## src/rtl/accum_pkg.sv

```systemverilog
// Shared types and saturation limits for the product accumulator.
package accum_pkg;

   typedef enum logic {
      ACCUM = 1'b0,
      HOLD  = 1'b1
   } state_t;

   function automatic int sat_max(input int w);
      return (1 << (w - 1)) - 1;
   endfunction

   function automatic int sat_min(input int w);
      return -(1 << (w - 1));
   endfunction

endpackage

```

## src/rtl/sat_add.sv

```systemverilog
// Combinational adder on pre-sign-extended operands; flags when the sum leaves
// the range representable in W-1 bits.
module sat_add #(
   parameter int W = 13
) (
   input  logic [W-1:0] a,
   input  logic [W-1:0] b,
   output logic [W-1:0] sum,
   output logic         sat
);

   assign sum = a + b;
   // Operands carry one guard bit, so a top-bit disagreement means W-1 bits overflowed.
   assign sat = sum[W-1] ^ sum[W-2];

endmodule

```

## src/rtl/product_accumulator.sv

```systemverilog
// Accumulates LEN signed products into a saturating sum and hands each block
// result downstream over a valid/ready handshake.
module product_accumulator
   import accum_pkg::*;
#(
   parameter  int N     = 4,
   parameter  int ACC_W = 12,
   parameter  int LEN   = 8,
   localparam int M     = 2 * N,
   localparam int CNT_W = $clog2(LEN + 1)
) (
   input  logic             clk,
   input  logic             rst,
   input  logic             clear,
   input  logic             in_valid,
   output logic             in_ready,
   input  logic [M-1:0]     product,
   output logic             out_valid,
   input  logic             out_ready,
   output logic [ACC_W-1:0] acc_out,
   output logic             overflow,
   output logic [CNT_W-1:0] count
);

   // Handshakes: a transfer happens on a rising edge where valid && ready;
   // a producer holds its data stable until that edge.

   localparam logic [ACC_W-1:0] MAX_V = ACC_W'(sat_max(ACC_W));
   localparam logic [ACC_W-1:0] MIN_V = ACC_W'(sat_min(ACC_W));

   state_t           state;
   logic [ACC_W-1:0] acc;
   logic             ovf;
   logic [CNT_W-1:0] cnt;

   logic [ACC_W:0]   ext_acc;
   logic [ACC_W:0]   ext_prod;
   logic [ACC_W:0]   raw_sum;
   logic             step_sat;
   logic [ACC_W-1:0] acc_next;
   logic             accept;

   assign ext_acc  = {acc[ACC_W-1], acc};
   assign ext_prod = {{(ACC_W + 1 - M){product[M-1]}}, product};

   sat_add #(.W(ACC_W + 1)) u_sat_add (
      .a   (ext_acc),
      .b   (ext_prod),
      .sum (raw_sum),
      .sat (step_sat)
   );

   // The guard bit of the exact sum gives the clamp direction.
   assign acc_next = step_sat ? (raw_sum[ACC_W] ? MIN_V : MAX_V) : raw_sum[ACC_W-1:0];

   assign in_ready  = (state == ACCUM) && !clear && !rst;
   assign out_valid = (state == HOLD);
   assign accept    = in_valid && in_ready;

   always_ff @(posedge clk or posedge rst) begin
      if (rst) begin
         state <= ACCUM;
         acc   <= '0;
         ovf   <= 1'b0;
         cnt   <= '0;
      end else if (clear) begin
         state <= ACCUM;
         acc   <= '0;
         ovf   <= 1'b0;
         cnt   <= '0;
      end else begin
         case (state)
            ACCUM: begin
               if (accept) begin
                  acc <= acc_next;
                  ovf <= ovf | step_sat;
                  cnt <= cnt + 1'b1;
                  if (cnt == CNT_W'(LEN - 1)) state <= HOLD;
               end
            end
            HOLD: begin
               if (out_ready) begin
                  state <= ACCUM;
                  acc   <= '0;
                  ovf   <= 1'b0;
                  cnt   <= '0;
               end
            end
            default: state <= ACCUM;
         endcase
      end
   end

   assign acc_out  = acc;
   assign overflow = ovf;
   assign count    = cnt;

endmodule

```

## config.mk

```make
export PLATFORM = sky130hd
export DESIGN_NAME = product_accumulator
export DESIGN_NICKNAME = d
export VERILOG_FILES = /design/src/rtl/accum_pkg.sv /design/src/rtl/sat_add.sv /design/src/rtl/product_accumulator.sv
export SDC_FILE = /design/constraint.sdc
export NUM_CORES = 1
export LEC_CHECK = 0
export ABC_AREA = 1
export BUFFER_PORTS_ARGS = -buffer_cell sky130_fd_sc_hd__buf_2
export CORE_AREA = 2 2 44 77
export CTS_CLUSTER_DIAMETER = 40
export DETAILED_ROUTE_END_ITERATION = 16
export DIE_AREA = 0 0 46 79
export PLACE_DENSITY_LB_ADDON = 0.3
export SLEW_MARGIN = 20
export SYNTH_ARGS = -nofsm -noshare
export SYNTH_HDL_FRONTEND = slang
export SYNTH_SLANG_ARGS = --single-unit
```

## constraint.sdc

```tcl
create_clock -name clk -period 4 [get_ports clk]
set_input_delay 0.8 -clock clk [delete_from_list [all_inputs] [get_ports clk]]
set_output_delay 0.8 -clock clk [all_outputs]
set_load 0.01 [all_outputs]
```

==> flow_metrics.tcl <==
set metrics [dict create \
    io_buffers 31 \
    postLayoutCellArea_um2 1680 \
    worst-endpoint-required_ns 4.19 \
    post_synth_instance_area_um2 1450 \
    cts.root.buffer_cell "clkbuf_8" \
    leading_cell_type_in_the_layout_fill_and_taps_excluded "nand2_1" \
    grt_max_degree 19 \
    core_um2 3040 \
    cts_tree "done" \
    areaGrowthSynthToFinish_pct 15.9 \
    leakage_nw 1.01 \
    clock_sink_count 18 \
    netlist_instances 198 \
    via_per_inst 5.21 \
    crit_path_top_delay_cell "fa_1" \
    met3_usage_pct 2.05 \
    slew_at_the_pin_closest_to_its_max_slew_limit_ns 0.724 \
    drcViolationCount 0 \
    firstDrtPassIters 4 \
    cp-start-kind "input pin" \
    timing.final.crit_period_ns 2.53 \
    run_status "finished clean" \
    routed_length_per_instance_um 12.1 \
    drv.max_cap_violation_count 0 \
    placement_rows 27 \
    synth.yosys.seq_area_share_pct 31.1 \
    hold_class "flop to flop" \
    synth.ff_latch_count 18 \
    cts_hold_repair.buffers 0 \
    yosys_warnings 0 \
    die_area_um2 3630 \
    fin_worst_skew_ns 0.00335 \
    totalNegativeSetupSlack_ns 0 \
    arrival_ns 2.72 \
    postCtsSetupRepairBufs 0 \
    register_clock_pin_slew_on_the_reported_worst_setup_and_hold_paths_ns 0.08 \
    postRouteAntennaNets 0 \
    cp.buffers_inverters 1 \
    p_total_mw 0.614 \
    synth_area_leaders "dfrtp_1, nand2_1, ha_1, inv_1, xor2_1" \
    finalWirelength_um 3150 \
    wire_length_of_the_first_global_routing_pass_um 5500 \
    dpl-instance-area_um2 1620 \
    final.period_utilization_pct 63.2 \
    cts_resized 0 \
    power_density_nw_per_um2 366 \
    via_count 1355 \
    number_of_global_route_vias_before_repair 1292 \
    cts_max_level 1 \
    grt.busiest_layer "met2" \
    num_antenna_cells 0 \
    synth_fp_nets 225 \
    count_of_final_max_slew_check_failures 0 \
    finalSetupViolCount 0 \
    cp_top_family "simple AND/OR/NAND/NOR gates" \
    cp_slowest_stage_delay_ns 0.40 \
    die_width_um 46 \
    multi_input_area_um2 898 \
    slew-limit-headroom_pct 51.7 \
    peakVddDrop_v 0.000270 \
    global_route.usage.total_pct 19.7 \
    post_route_cells_drive_above_1_share_pct 22.9 \
    initial_core_util_pct 47.6 \
    postSynthAreaPerCell_um2 7.31 \
    overflow 0 \
    place_hpwl_um 2510 \
    timing.fmax_mhz 396 \
    top_level_ports 32 \
    final_cell_mix "nand2_1, buf_2, inv_1" \
    filler_cell_count 332 \
    crit_path_end_kind "flop" \
    final_cell_utilization_of_the_core_pct 55.2 \
    die-height_um 79 \
    rsz0062_at_grt "no" \
    synth.largest_area_cell "dfrtp_1" \
    register_area_um2 450 \
    cp_max_fo 11 \
    grt.met1_usage_pct 24.3 \
    hold_viol 0 \
    cts-root-to-sink-buffers 2 \
    worst_skew_pair.late_latency_ns 0.25 \
    antenna_found_initial 0 \
    drt-initial-drc-count 15 \
    crit_path_category "input pin to flop" \
    cts_made_buffers 3 \
    number_of_nets_in_the_final_layout 259 \
    synth_top_area_share_pct 31.1 \
    critical_path.cell_chain "buf_2 > ha_1 > fa_1 > nand3_1 > nand3_2 > nand3_1 > nand3_2 > nand2_1 > nand2_2 > a21oi_2 > o21ai_0 > nand2_1" \
    global_routing_met2_resource_utilization_pct 34.6 \
    gpl.final_weighted_congestion 0.827 \
    post_synth_num_cell_types 27 \
]
-- power breakdown --
part / internal [mW] / switching, mW / total [mW]
Sequential: 0.200 / 0.0153 / 0.215
Clock: 0.0875 / 0.0665 / 0.154
Combinational: 0.0915 / 0.153 / 0.245
Total: 0.379 / 0.235 / 0.614
-- cell families after synthesis --
logic type                 synth area share (%)
and+or+nand+nor                            33.4
DFF                                        31.1
buffers and inverters                      6.83
adders and majority gates                  12.6
AOI/OAI and AO/OA                          10.5
muxes                                     0.691
xor gates and xnor gates                   4.84
-- final timing paths --
| path | slack (ns) | endpoint | start | depth (start not counted) |
|---|---|---|---|---|
| min reg2reg | 0.51 | acc_out[5] | acc_out[5] | 2 |
| min in group asynchronous | 0.67 | acc_out[2] | rst | 2 |
| max reg2reg | 1.71 | acc_out[1] | acc_out[0] | 11 |
| min | 0.51 | acc_out[5] | acc_out[5] | 2 |
| max in group asynchronous | 2.87 | acc_out[1] | rst | 2 |
| max | 1.47 | acc_out[1] | product[0] | 12 |
-- metal layers --
metal / part of all wire, % / up-vias
li1: - / 709
met1: 42 / 626
met3: 2.2 / 2
met5: 0 / -
met2: 55 / 18
met4: 0.82 / 0
-- registers in the layout (all words and copies together) (netlist names) --
register / flops
out_valid: 1
acc_out: 12
count: 4
overflow: 1
-- cells in the mapped netlist (all sizes together) --
cell type / instances
a21oi: 11
dfrtp: 18
nor2: 11
inv: 22
xnor2: 3
buf: 2
nand3: 11
a31oi: 2
nor3: 2
nand4: 5
fa: 1
nand2: 79
xor2: 5
a32o: 1
o21ai: 11
mux2i: 1
ha: 13
-- worst reg2reg max path, delay by kind of cell (launching register included) --
| family | cells | cell delay, ns |
|---|---|---|
| flip-flops | 1 | 0.41 |
| AO/OA/AOI/OAI | 2 | 0.56 |
| AND/OR/NAND/NOR | 7 | 0.63 |
| adder cells (fa/ha/maj) | 2 | 0.63 |
-- cell type report --
type	instances	share of cell area (%)
Multi-Input combinational cell	156	53.5
Timing Repair Buffer	31	9.25
Inverter	22	4.92
Clock buffer	4	3.28
Sequential cell	18	26.8
Tap cell	29	2.16
-- metrics by stage --
stage | std cells | setup slack [ns] | hold slack (ns)
5_1_grt | 260 | 1.23 | 0.533
4_1_cts | 260 | 1.47 | 0.510
2_1_floorplan | 198 | 1.61 | 0.536
6_report | 260 | 1.47 | 0.510
3_5_place_dp | 256 | 1.20 | 0.490
3_3_place_gp | 256 | 1.27 | 0.487
No activity file was read; power rests on OpenSTA's default activity.
